$ cat config.mk
export PLATFORM = sky130hd
export DESIGN_NAME = axi_lite_cmd_master_flat
export DESIGN_NICKNAME = d
export VERILOG_FILES = /design/src/rtl/axi_lite_cmd_master_pkg.sv /design/src/rtl/axi_lite_intf.sv /design/src/rtl/axi_lite_cmd_master.sv /design/src/flat_wrapper.sv
export SDC_FILE = /design/constraint.sdc
export NUM_CORES = 1
export LEC_CHECK = 0
export CELL_PAD_IN_SITES_DETAIL_PLACEMENT = 1
export CELL_PAD_IN_SITES_GLOBAL_PLACEMENT = 1
export CORE_MARGIN = 3
export CORE_UTILIZATION = 32
export DETAILED_ROUTE_END_ITERATION = 8
export GPL_ROUTABILITY_DRIVEN = 0
export HOLD_SLACK_MARGIN = 0.06
export PLACE_DENSITY = 0.82
export RECOVER_POWER = 25
export SLEW_MARGIN = 20
export SYNTH_ARGS = -nofsm -noshare
export SYNTH_HDL_FRONTEND = slang
export SYNTH_SLANG_ARGS = --single-unit
$ cat constraint.sdc
create_clock -name ACLK -period 2 [get_ports ACLK]
set_input_delay 0.3 -clock ACLK [delete_from_list [all_inputs] [get_ports ACLK]]
set_output_delay 0.3 -clock ACLK [all_outputs]
set_load 0.01 [all_outputs]
$ cat src/rtl/axi_lite_cmd_master_pkg.sv
`default_nettype none
// ============================================================================
// AXI_Lite_Package : AXI4-Lite field types, response codes, master FSM states
// Rev 1.0
// ============================================================================
package AXI_Lite_Package;

    localparam int ADDR_W = 32;
    localparam int DATA_W = 32;
    localparam int STRB_W = DATA_W / 8;

    typedef logic [ADDR_W-1:0] addr_t;
    typedef logic [DATA_W-1:0] data_t;
    typedef logic [STRB_W-1:0] strb_t;
    typedef logic [1:0]        resp_t;
    typedef logic [3:0]        cach_t;
    typedef logic [2:0]        prot_t;

    localparam resp_t RESP_OKAY   = 2'b00;
    localparam resp_t RESP_EXOKAY = 2'b01;
    localparam resp_t RESP_SLVERR = 2'b10;
    localparam resp_t RESP_DECERR = 2'b11;

    typedef enum logic [2:0] {
        ST_IDLE    = 3'd0,
        ST_WR_REQ  = 3'd1,
        ST_WR_RESP = 3'd2,
        ST_RD_REQ  = 3'd3,
        ST_RD_RESP = 3'd4,
        ST_RSP     = 3'd5
    } mst_state_e;

endpackage
`default_nettype wire

$ cat src/rtl/axi_lite_intf.sv
`default_nettype none
// ============================================================================
// AXI_Lite_Intf : AXI4-Lite AW/W/B/AR/R channel bundle with Master/Slave views
// Rev 1.0
// ============================================================================
interface AXI_Lite_Intf;
    import AXI_Lite_Package::*;

    addr_t AWADDR;
    cach_t AWCACHE;
    prot_t AWPROT;
    logic  AWVALID;
    logic  AWREADY;
    data_t WDATA;
    strb_t WSTRB;
    logic  WVALID;
    logic  WREADY;
    resp_t BRESP;
    logic  BVALID;
    logic  BREADY;
    addr_t ARADDR;
    cach_t ARCACHE;
    prot_t ARPROT;
    logic  ARVALID;
    logic  ARREADY;
    data_t RDATA;
    resp_t RRESP;
    logic  RVALID;
    logic  RREADY;

    modport Master (
        output AWADDR, AWCACHE, AWPROT, AWVALID, input AWREADY,
        output WDATA, WSTRB, WVALID, input WREADY,
        input  BRESP, BVALID, output BREADY,
        output ARADDR, ARCACHE, ARPROT, ARVALID, input ARREADY,
        input  RDATA, RRESP, RVALID, output RREADY
    );

    modport Slave (
        input  AWADDR, AWCACHE, AWPROT, AWVALID, output AWREADY,
        input  WDATA, WSTRB, WVALID, output WREADY,
        output BRESP, BVALID, input BREADY,
        input  ARADDR, ARCACHE, ARPROT, ARVALID, output ARREADY,
        output RDATA, RRESP, RVALID, input RREADY
    );

endinterface
`default_nettype wire

$ cat src/rtl/axi_lite_cmd_master.sv
`default_nettype none
// ============================================================================
// axi_lite_cmd_master : command/response port to single-outstanding AXI4-Lite
// Rev 1.0
// ============================================================================
module axi_lite_cmd_master
    import AXI_Lite_Package::*;
#(
    parameter cach_t AWCACHE_VAL = 4'b0011,
    parameter cach_t ARCACHE_VAL = 4'b0011,
    parameter prot_t PROT_VAL    = 3'b000
) (
    input  logic  ACLK,
    input  logic  ARESETN,
    input  logic  cmd_valid,
    output logic  cmd_ready,
    input  logic  cmd_write,
    input  addr_t cmd_addr,
    input  data_t cmd_wdata,
    input  strb_t cmd_wstrb,
    output logic  rsp_valid,
    input  logic  rsp_ready,
    output logic  rsp_write,
    output data_t rsp_rdata,
    output resp_t rsp_resp,
    AXI_Lite_Intf.Master axi
);

    mst_state_e r_state, w_state;
    logic  r_cmd_ready, w_cmd_ready;
    logic  r_awvalid, w_awvalid, r_wvalid, w_wvalid, r_arvalid, w_arvalid;
    logic  r_bready, w_bready, r_rready, w_rready;
    logic  r_aw_done, w_aw_done, r_w_done, w_w_done;
    addr_t r_awaddr, w_awaddr, r_araddr, w_araddr;
    data_t r_wdata, w_wdata;
    strb_t r_wstrb, w_wstrb;
    logic  r_rsp_valid, w_rsp_valid, r_rsp_write, w_rsp_write;
    data_t r_rsp_rdata, w_rsp_rdata;
    resp_t r_rsp_resp, w_rsp_resp;
    logic  w_aw_hs, w_w_hs, w_ar_hs;

    assign w_aw_hs = r_awvalid & axi.AWREADY;
    assign w_w_hs  = r_wvalid  & axi.WREADY;
    assign w_ar_hs = r_arvalid & axi.ARREADY;

    always_comb begin
        w_state     = r_state;
        w_cmd_ready = r_cmd_ready;
        w_awvalid   = r_awvalid;
        w_wvalid    = r_wvalid;
        w_arvalid   = r_arvalid;
        w_bready    = r_bready;
        w_rready    = r_rready;
        w_aw_done   = r_aw_done;
        w_w_done    = r_w_done;
        w_awaddr    = r_awaddr;
        w_araddr    = r_araddr;
        w_wdata     = r_wdata;
        w_wstrb     = r_wstrb;
        w_rsp_valid = r_rsp_valid;
        w_rsp_write = r_rsp_write;
        w_rsp_rdata = r_rsp_rdata;
        w_rsp_resp  = r_rsp_resp;
        case (r_state)
            ST_IDLE: begin
                w_cmd_ready = 1'b1;
                if (cmd_valid && r_cmd_ready) begin
                    w_cmd_ready = 1'b0;
                    if (cmd_write) begin
                        w_awaddr  = cmd_addr;
                        w_wdata   = cmd_wdata;
                        w_wstrb   = cmd_wstrb;
                        w_awvalid = 1'b1;
                        w_wvalid  = 1'b1;
                        w_aw_done = 1'b0;
                        w_w_done  = 1'b0;
                        w_state   = ST_WR_REQ;
                    end else begin
                        w_araddr  = cmd_addr;
                        w_arvalid = 1'b1;
                        w_state   = ST_RD_REQ;
                    end
                end
            end
            ST_WR_REQ: begin
                // AW and W complete independently; each VALID drops only after its own handshake
                if (w_aw_hs) begin
                    w_awvalid = 1'b0;
                    w_aw_done = 1'b1;
                end
                if (w_w_hs) begin
                    w_wvalid = 1'b0;
                    w_w_done = 1'b1;
                end
                if ((r_aw_done || w_aw_hs) && (r_w_done || w_w_hs)) begin
                    w_bready = 1'b1;
                    w_state  = ST_WR_RESP;
                end
            end
            ST_WR_RESP: begin
                if (axi.BVALID && r_bready) begin
                    w_rsp_resp  = axi.BRESP;
                    w_rsp_rdata = '0;
                    w_rsp_write = 1'b1;
                    w_rsp_valid = 1'b1;
                    w_bready    = 1'b0;
                    w_state     = ST_RSP;
                end
            end
            ST_RD_REQ: begin
                if (w_ar_hs) begin
                    w_arvalid = 1'b0;
                    w_rready  = 1'b1;
                    w_state   = ST_RD_RESP;
                end
            end
            ST_RD_RESP: begin
                if (axi.RVALID && r_rready) begin
                    w_rsp_resp  = axi.RRESP;
                    w_rsp_rdata = axi.RDATA;
                    w_rsp_write = 1'b0;
                    w_rsp_valid = 1'b1;
                    w_rready    = 1'b0;
                    w_state     = ST_RSP;
                end
            end
            ST_RSP: begin
                if (r_rsp_valid && rsp_ready) begin
                    w_rsp_valid = 1'b0;
                    w_cmd_ready = 1'b1;
                    w_state     = ST_IDLE;
                end
            end
            default: w_state = ST_IDLE;
        endcase
    end

    always_ff @(posedge ACLK or negedge ARESETN) begin
        if (!ARESETN) begin
            r_state     <= ST_IDLE;
            r_cmd_ready <= 1'b0;
            r_awvalid   <= 1'b0;
            r_wvalid    <= 1'b0;
            r_arvalid   <= 1'b0;
            r_bready    <= 1'b0;
            r_rready    <= 1'b0;
            r_aw_done   <= 1'b0;
            r_w_done    <= 1'b0;
            r_awaddr    <= '0;
            r_araddr    <= '0;
            r_wdata     <= '0;
            r_wstrb     <= '0;
            r_rsp_valid <= 1'b0;
            r_rsp_write <= 1'b0;
            r_rsp_rdata <= '0;
            r_rsp_resp  <= '0;
        end else begin
            r_state     <= w_state;
            r_cmd_ready <= w_cmd_ready;
            r_awvalid   <= w_awvalid;
            r_wvalid    <= w_wvalid;
            r_arvalid   <= w_arvalid;
            r_bready    <= w_bready;
            r_rready    <= w_rready;
            r_aw_done   <= w_aw_done;
            r_w_done    <= w_w_done;
            r_awaddr    <= w_awaddr;
            r_araddr    <= w_araddr;
            r_wdata     <= w_wdata;
            r_wstrb     <= w_wstrb;
            r_rsp_valid <= w_rsp_valid;
            r_rsp_write <= w_rsp_write;
            r_rsp_rdata <= w_rsp_rdata;
            r_rsp_resp  <= w_rsp_resp;
        end
    end

    assign cmd_ready   = r_cmd_ready;
    assign rsp_valid   = r_rsp_valid;
    assign rsp_write   = r_rsp_write;
    assign rsp_rdata   = r_rsp_rdata;
    assign rsp_resp    = r_rsp_resp;
    assign axi.AWADDR  = r_awaddr;
    assign axi.AWCACHE = AWCACHE_VAL;
    assign axi.AWPROT  = PROT_VAL;
    assign axi.AWVALID = r_awvalid;
    assign axi.WDATA   = r_wdata;
    assign axi.WSTRB   = r_wstrb;
    assign axi.WVALID  = r_wvalid;
    assign axi.BREADY  = r_bready;
    assign axi.ARADDR  = r_araddr;
    assign axi.ARCACHE = ARCACHE_VAL;
    assign axi.ARPROT  = PROT_VAL;
    assign axi.ARVALID = r_arvalid;
    assign axi.RREADY  = r_rready;

endmodule
`default_nettype wire

$ cat src/flat_wrapper.sv
// flat-port wrapper written by rule: the top's interface ports become plain ports
module axi_lite_cmd_master_flat import AXI_Lite_Package::*;
#(
    parameter cach_t AWCACHE_VAL = 4'b0011,
    parameter cach_t ARCACHE_VAL = 4'b0011,
    parameter prot_t PROT_VAL    = 3'b000
)
  (ACLK, ARESETN, cmd_valid, cmd_ready, cmd_write, cmd_addr, cmd_wdata, cmd_wstrb, rsp_valid, rsp_ready, rsp_write, rsp_rdata, rsp_resp, axi_AWADDR, axi_AWCACHE, axi_AWPROT, axi_AWVALID, axi_AWREADY, axi_WDATA, axi_WSTRB, axi_WVALID, axi_WREADY, axi_BRESP, axi_BVALID, axi_BREADY, axi_ARADDR, axi_ARCACHE, axi_ARPROT, axi_ARVALID, axi_ARREADY, axi_RDATA, axi_RRESP, axi_RVALID, axi_RREADY);
  AXI_Lite_Intf axi_i ();
  input  logic ACLK;
  input  logic ARESETN;
  input  logic cmd_valid;
  output logic cmd_ready;
  input  logic cmd_write;
  input  addr_t cmd_addr;
  input  data_t cmd_wdata;
  input  strb_t cmd_wstrb;
  output logic rsp_valid;
  input  logic rsp_ready;
  output logic rsp_write;
  output data_t rsp_rdata;
  output resp_t rsp_resp;
  output wire logic [$bits(axi_i.AWADDR)-1:0] axi_AWADDR;
  output wire logic [$bits(axi_i.AWCACHE)-1:0] axi_AWCACHE;
  output wire logic [$bits(axi_i.AWPROT)-1:0] axi_AWPROT;
  output wire logic [$bits(axi_i.AWVALID)-1:0] axi_AWVALID;
  input wire logic [$bits(axi_i.AWREADY)-1:0] axi_AWREADY;
  output wire logic [$bits(axi_i.WDATA)-1:0] axi_WDATA;
  output wire logic [$bits(axi_i.WSTRB)-1:0] axi_WSTRB;
  output wire logic [$bits(axi_i.WVALID)-1:0] axi_WVALID;
  input wire logic [$bits(axi_i.WREADY)-1:0] axi_WREADY;
  input wire logic [$bits(axi_i.BRESP)-1:0] axi_BRESP;
  input wire logic [$bits(axi_i.BVALID)-1:0] axi_BVALID;
  output wire logic [$bits(axi_i.BREADY)-1:0] axi_BREADY;
  output wire logic [$bits(axi_i.ARADDR)-1:0] axi_ARADDR;
  output wire logic [$bits(axi_i.ARCACHE)-1:0] axi_ARCACHE;
  output wire logic [$bits(axi_i.ARPROT)-1:0] axi_ARPROT;
  output wire logic [$bits(axi_i.ARVALID)-1:0] axi_ARVALID;
  input wire logic [$bits(axi_i.ARREADY)-1:0] axi_ARREADY;
  input wire logic [$bits(axi_i.RDATA)-1:0] axi_RDATA;
  input wire logic [$bits(axi_i.RRESP)-1:0] axi_RRESP;
  input wire logic [$bits(axi_i.RVALID)-1:0] axi_RVALID;
  output wire logic [$bits(axi_i.RREADY)-1:0] axi_RREADY;
  assign axi_AWADDR = axi_i.AWADDR;
  assign axi_AWCACHE = axi_i.AWCACHE;
  assign axi_AWPROT = axi_i.AWPROT;
  assign axi_AWVALID = axi_i.AWVALID;
  assign axi_i.AWREADY = axi_AWREADY;
  assign axi_WDATA = axi_i.WDATA;
  assign axi_WSTRB = axi_i.WSTRB;
  assign axi_WVALID = axi_i.WVALID;
  assign axi_i.WREADY = axi_WREADY;
  assign axi_i.BRESP = axi_BRESP;
  assign axi_i.BVALID = axi_BVALID;
  assign axi_BREADY = axi_i.BREADY;
  assign axi_ARADDR = axi_i.ARADDR;
  assign axi_ARCACHE = axi_i.ARCACHE;
  assign axi_ARPROT = axi_i.ARPROT;
  assign axi_ARVALID = axi_i.ARVALID;
  assign axi_i.ARREADY = axi_ARREADY;
  assign axi_i.RDATA = axi_RDATA;
  assign axi_i.RRESP = axi_RRESP;
  assign axi_i.RVALID = axi_RVALID;
  assign axi_RREADY = axi_i.RREADY;
  axi_lite_cmd_master #(.AWCACHE_VAL(AWCACHE_VAL), .ARCACHE_VAL(ARCACHE_VAL), .PROT_VAL(PROT_VAL)) u_core (.ACLK(ACLK), .ARESETN(ARESETN), .cmd_valid(cmd_valid), .cmd_ready(cmd_ready), .cmd_write(cmd_write), .cmd_addr(cmd_addr), .cmd_wdata(cmd_wdata), .cmd_wstrb(cmd_wstrb), .rsp_valid(rsp_valid), .rsp_ready(rsp_ready), .rsp_write(rsp_write), .rsp_rdata(rsp_rdata), .rsp_resp(rsp_resp), .axi(axi_i));
endmodule
==> flow_metrics.tcl, run 1 <==
set metrics [dict create \
    cts_sinks 147 \
    clkPwrFrac_pct 23.6 \
    worst_pin_slew_ns 0.813 \
    grt_usage_pct 17.4 \
    finalCriticalPeriod_ns 1.81 \
    tritoncts "done" \
    die_x_um 141 \
    cts_setup_buffers 0 \
    yosysWarnings 0 \
    internal_power_uw 9550 \
    pwr-share-seq_pct 36.2 \
    vias 4274 \
    final_core_util_pct 52.7 \
    p_switching_uw 4090 \
    hold_end "u_core.rsp_rdata[27]$_DFFE_PN0P_" \
    finalPower_uw 13600 \
    rows 48 \
    numCtsBuffers 17 \
    grt_pass1_vias 4913 \
    crit_path_frequent_cell "buf_4" \
    clk_path_buf_depth 2 \
    cts_max_level 4 \
    cp_slowest_stage_delay_ns 0.50 \
    whs_path_depth 2 \
    max-vdd-ir-drop_mv 0.680 \
    dpl-instance-area_um2 8670 \
    ys_seq_elements 147 \
    finalHoldViolCount 0 \
    rsz0062_at_grt "false" \
    grt.overflow.total 0 \
    path_cells "buf_4 -> nor4_4 -> buf_4 -> mux2_2" \
    r2r-start "u_core.r_state[1]$_DFFE_PN0P_" \
    min_from "axi_RDATA[27]" \
    final_cell_area_um2 9280 \
    syn_area_um2 5850 \
    setup_violations 0 \
    critPathKind "flip-flop to flip-flop" \
    cp.arrival_ns 2.11 \
    r2r-end "u_core.axi.ARADDR[17]$_DFFE_PN0P_" \
    syn_area_per_cell_um2 14.9 \
    pwr-share-comb_pct 40.2 \
    path_clk_slew_ns 0.06 \
    nNetsFinal 774 \
    max_cap_viol_count 0 \
    wire_per_inst_um 19.1 \
    ios 270 \
    multiInputGateArea_um2 1930 \
    status "complete, no violations" \
    insertion_delay_ns 0.42 \
    viasPerCell 4.76 \
    swShare_pct 30.0 \
    antenna_found_initial 0 \
    min_period_over_period_pct 90.5 \
    synthTopCellsByArea "dfrtp_1 63%, mux2_2 16%, a22o_1 4.9%" \
    required_ns 2.30 \
    slew-limit-headroom_pct 45.8 \
    final_antenna_net_count 0 \
    leakage_uw 0.00399 \
    finalWirelength_um 17200 \
    r2r_cells 4 \
    netlist_instances 392 \
    critPathCaptureType "flip-flop" \
    layout_commonest_cell "clkdlybuf4s50_1" \
    drt_iter0_drc 128 \
    r2r_slack_ns 0.19 \
    cp_max_fo 13 \
    synth_cell_types 35 \
    root_buffer "clkbuf_16" \
    drive_gt1_share_pct 22.6 \
    syn_to_final_growth_pct 58.6 \
    crit_family "flip-flops" \
    hpwlAfterDp_um 13100 \
    clock.fmax_mhz 552 \
    dieArea_um2 19900 \
    core_area_um2 17600 \
    antenna_cells 0 \
    seqCellArea_um2 3680 \
    final_cell_mix "254 x clkdlybuf4s50_1, 146 x dfrtp_1, 85 x mux2_2" \
    worst_hold_path_type "primary input to flip-flop" \
    grt_start_max_net_pins 57 \
    cp-start-kind "flip-flop" \
    clock-skew-final_ns 0.0180 \
    grt_pass1_wl_um 27300 \
    fillers 1752 \
    ys_seq_area_share_pct 62.9 \
    power.density_nw_per_um2 1470 \
    synth_top_area_share_pct 62.9 \
    die_h_um 141 \
    first_pass_iters 4 \
    start_util_pct 33.2 \
    portBuffers 255 \
    synth_top_area_cell "dfrtp_1" \
    slew_viol_final 0 \
    drc_errors 0 \
    final.setup.tns_ns 0 \
    cpMaxStageDelayCell "dfrtp_2" \
    path_buf_inv 2 \
]
-- routing by layer --
| metal | routed length [um] | up-vias | track usage (%) |
|---|---|---|---|
| li1 | - | 1921 | - |
| met1 | 6750 | 2137 | 20.2 |
| met2 | 8580 | 190 | 29.8 |
| met3 | 1460 | 26 | 6.17 |
| met4 | 369 | 0 | 6.17 |
| met5 | 0 | - | 0 |
-- flip-flops by register name, summed over array words and instances (netlist names) --
register,cells
u_core.cmd_ready,1
u_core.rsp_valid,1
u_core.axi.AWVALID,1
u_core.axi.RREADY,1
u_core.r_w_done,1
u_core.axi.WDATA,32
u_core.r_state,3
u_core.axi.BREADY,1
u_core.axi.AWADDR,32
u_core.axi.ARADDR,32
u_core.axi.ARVALID,1
u_core.axi.WSTRB,4
u_core.rsp_resp,2
u_core.r_aw_done,1
u_core.axi.WVALID,1
u_core.rsp_rdata,32
u_core.rsp_write,1
-- cell families after synthesis --
logic type	share of synthesized area, %
compound gates	8.02
buf+inv	4.92
flops	62.9
mux	20.1
other cells	0.128
simple gates	3.94
-- worst max-delay path by stage --
stage	from	to	cells past startpoint
4_1_cts	u_core.r_state[1]$_DFFE_PN0P_	u_core.axi.ARADDR[25]$_DFFE_PN0P_	4
3_3_place_gp	cmd_valid	u_core.axi.ARADDR[11]$_DFFE_PN0P_	6
6_report	u_core.r_state[1]$_DFFE_PN0P_	u_core.axi.ARADDR[17]$_DFFE_PN0P_	4
5_1_grt	u_core.r_state[2]$_DFFE_PN0P_	u_core.r_state[2]$_DFFE_PN0P_	5
2_1_floorplan	u_core.r_state[0]$_DFFE_PN0P_	u_core.axi.WDATA[10]$_DFFE_PN0P_	7
3_5_place_dp	cmd_valid	u_core.axi.ARADDR[17]$_DFFE_PN0P_	6
-- synth_stat cells, drive strengths merged --
cell type and n:
a21o 2, a21oi 9, a22o 33, a22oi 1, a311oi 1, a31oi 2
a32o 1, a41oi 3, and2 1, and3b 2, buf 35, clkbuf 1
conb 2, dfrtp 147, inv 3, mux2 100, mux2i 2, nand2 16
nand4 1, nand4b 2, nor2 14, nor3 1, nor3b 2, nor4 1
o21ai 4, o31ai 2, o41ai 2, or2 2
-- stage by stage --
step	setup slack [ns]	hold WS, ns	std cells
6_report	0.189	0.484	897
5_1_grt	0.0835	0.482	897
4_1_cts	0.0846	0.323	897
3_5_place_dp	-0.131	0.196	865
3_3_place_gp	-0.102	0.192	865
2_1_floorplan	0.255	0.00441	404
-- power by group through the flow --
| stage | sequential (uW) | clock, uW | combinational (uW) |
|---|---|---|---|
| 2_1_floorplan | 5410 | 0 | 1780 |
| 3_3_place_gp | 4890 | 0 | 5360 |
| 3_5_place_dp | 5000 | 0 | 5550 |
| 4_1_cts | 4970 | 3320 | 5580 |
| 5_1_grt | 5110 | 3450 | 5870 |
| 6_report | 4940 | 3210 | 5490 |
-- final cells by class --
| type | count | share of cell area [%] |
|---|---|---|
| sequential | 147 | 39.7 |
| multi-input combinational | 218 | 20.8 |
| inverter | 3 | 0.148 |
| clock inverter | 12 | 1.67 |
| timing repair buffer | 273 | 29.9 |
| tap | 225 | 3.04 |
| clock buffer | 19 | 4.78 |
-- what timing repair did --
item,CTS,global route
hold buffers,1,0
endpoints found under the setup margin,0,1
hold endpoints to repair,27,0
resized for setup,0,1
No activity file was read; power rests on OpenSTA's default activity.
==> run 2: changes to the inputs <==
REMOVE_ABC_BUFFERS = 1   (was not set)
SETUP_SLACK_MARGIN = 0.02   (was not set)
==> run 2 against run 1 <==
Non-clock buffer count did not move. Core utilization barely moved. Fmax is 3.7% lower.
==> flow_metrics.tcl, run 2 (synthesis gave the netlist of run 1 again) <==
set metrics [dict create \
    slew-limit-headroom_pct 27.4 \
    worst_hold_path_type "primary input to flip-flop" \
    rows 48 \
    vias 4258 \
    cp-start-kind "flip-flop" \
    final_cell_area_um2 9270 \
    antenna_found_initial 0 \
    wire_per_inst_um 19.8 \
    cts_sinks 147 \
    finalWirelength_um 17700 \
    clk_path_buf_depth 2 \
    syn_to_final_growth_pct 58.4 \
    ios 270 \
    dpl-instance-area_um2 8690 \
    setup_violations 0 \
    cp_max_fo 18 \
    seqCellArea_um2 3680 \
    max-vdd-ir-drop_mv 0.729 \
    p_switching_uw 4140 \
    power.density_nw_per_um2 1470 \
    multiInputGateArea_um2 1930 \
    finalPower_uw 13700 \
    start_util_pct 33.2 \
    drt_iter0_drc 106 \
    internal_power_uw 9510 \
    final.setup.tns_ns 0 \
    nNetsFinal 774 \
    cp.arrival_ns 2.17 \
    critPathKind "flip-flop to flip-flop" \
    portBuffers 255 \
    hpwlAfterDp_um 13400 \
    die_x_um 141 \
    root_buffer "clkbuf_16" \
    leakage_uw 0.00398 \
    grt_start_max_net_pins 58 \
    die_h_um 141 \
    min_period_over_period_pct 94.0 \
    status "complete, no violations" \
    worst_pin_slew_ns 1.09 \
    cts_max_level 4 \
    numCtsBuffers 17 \
    whs_ns 0.485 \
    final_antenna_net_count 0 \
    pwr-share-comb_pct 40.4 \
    pwr-share-seq_pct 36.2 \
    fillers 1746 \
    viasPerCell 4.74 \
    critPathCaptureType "flip-flop" \
    required_ns 2.29 \
    final_core_util_pct 52.7 \
    antenna_cells 0 \
    drc_errors 0 \
    finalHoldViolCount 0 \
    grt.overflow.total 0 \
    clock.fmax_mhz 532 \
    max_cap_viol_count 0 \
    tritoncts "done" \
    clkPwrFrac_pct 23.4 \
    layout_commonest_cell "clkdlybuf4s50_1" \
    grt_usage_pct 18.3 \
    swShare_pct 30.3 \
    path_clk_slew_ns 0.06 \
    grt_pass1_vias 5085 \
    rsz0062_at_grt "false" \
    grt_pass1_wl_um 28300 \
    finalCriticalPeriod_ns 1.88 \
    insertion_delay_ns 0.42 \
    first_pass_iters 4 \
    clock-skew-final_ns 0.00643 \
    slew_viol_final 0 \
    drive_gt1_share_pct 22.4 \
    core_area_um2 17600 \
    dieArea_um2 19900 \
    final_cell_mix "254 x clkdlybuf4s50_1, 147 x dfrtp_1, 85 x mux2_2" \
]
-- run 2: path summary, 6_finish.rpt --
path / to / slack [ns] / start / cells past startpoint
max in group asynchronous: u_core.axi.AWADDR[30]$_DFFE_PN0P_ / 0.30 / ARESETN / 3
worst max register to register: u_core.axi.WDATA[29]$_DFFE_PN0P_ / 0.12 / u_core.r_state[2]$_DFFE_PN0P_ / 5
worst min-delay path: u_core.axi.WSTRB[1]$_DFFE_PN0P_ / 0.49 / cmd_wstrb[1] / 2
worst max-delay path: u_core.axi.WDATA[29]$_DFFE_PN0P_ / 0.12 / u_core.r_state[2]$_DFFE_PN0P_ / 5
min in group asynchronous: u_core.axi.AWADDR[21]$_DFFE_PN0P_ / 0.62 / ARESETN / 2
worst min register to register: u_core.rsp_resp[0]$_DFFE_PN0P_ / 0.49 / u_core.rsp_resp[0]$_DFFE_PN0P_ / 2
-- run 2: what timing repair did --
| action | in CTS | in global routing |
|---|---|---|
| hold buffers | 1 | 0 |
| endpoints found under the hold margin | 118 | 0 |
| endpoints found under the setup margin | 0 | 0 |
| gates resized for setup | 0 | 0 |
| buffers inserted | 0 | 0 |
-- run 2: layout make-up --
class | count | share of cell area, %
Multi-Input combinational cell | 218 | 20.8
Timing Repair Buffer | 273 | 29.9
Sequential cell | 147 | 39.7
Tap cell | 225 | 3.04
Inverter | 3 | 0.149
Clock inverter | 11 | 1.35
Clock buffer | 21 | 5.08
-- run 2: worst max-delay path: stages, from the launching register on --
cell	delay [ns]
dfrtp_1	0.49
or2_4	0.33
nor3_4	0.15
and2_2	0.24
buf_12	0.18
mux2_2	0.35
-- run 2: routing by layer --
metal	part of all wire (%)	up-vias	track usage, %	routed length, um
li1	-	1921	-	-
met1	38	2143	20.0	6660
met2	54	165	33.0	9500
met3	6.7	29	6.24	1190
met4	2.2	0	5.97	397
met5	0	-	0	0
-- run 2: power groups by stage --
stage	sequential, uW	combinational (uW)	clock, uW
finish	4940	5510	3200
global route	5130	5890	3430
CTS	4970	5640	3270
detailed placement	4990	5600	0
global placement	4900	5390	0
floorplan	5470	1610	0
-- run 2: through the flow --
| stage | std cells | worst slack (ns) |
|---|---|---|
| CTS | 898 | 0.110 |
| finish | 898 | 0.121 |
| global route | 898 | 0.0283 |
| detailed placement | 865 | -0.0794 |
| global placement | 865 | -0.0226 |
| floorplan | 368 | -0.555 |
==> run 3: changes to the inputs <==
SLEW_MARGIN = 40   (was 20)
==> results of run 3 <==
The final DEF is identical to that of run 2; final timing and power are the same.
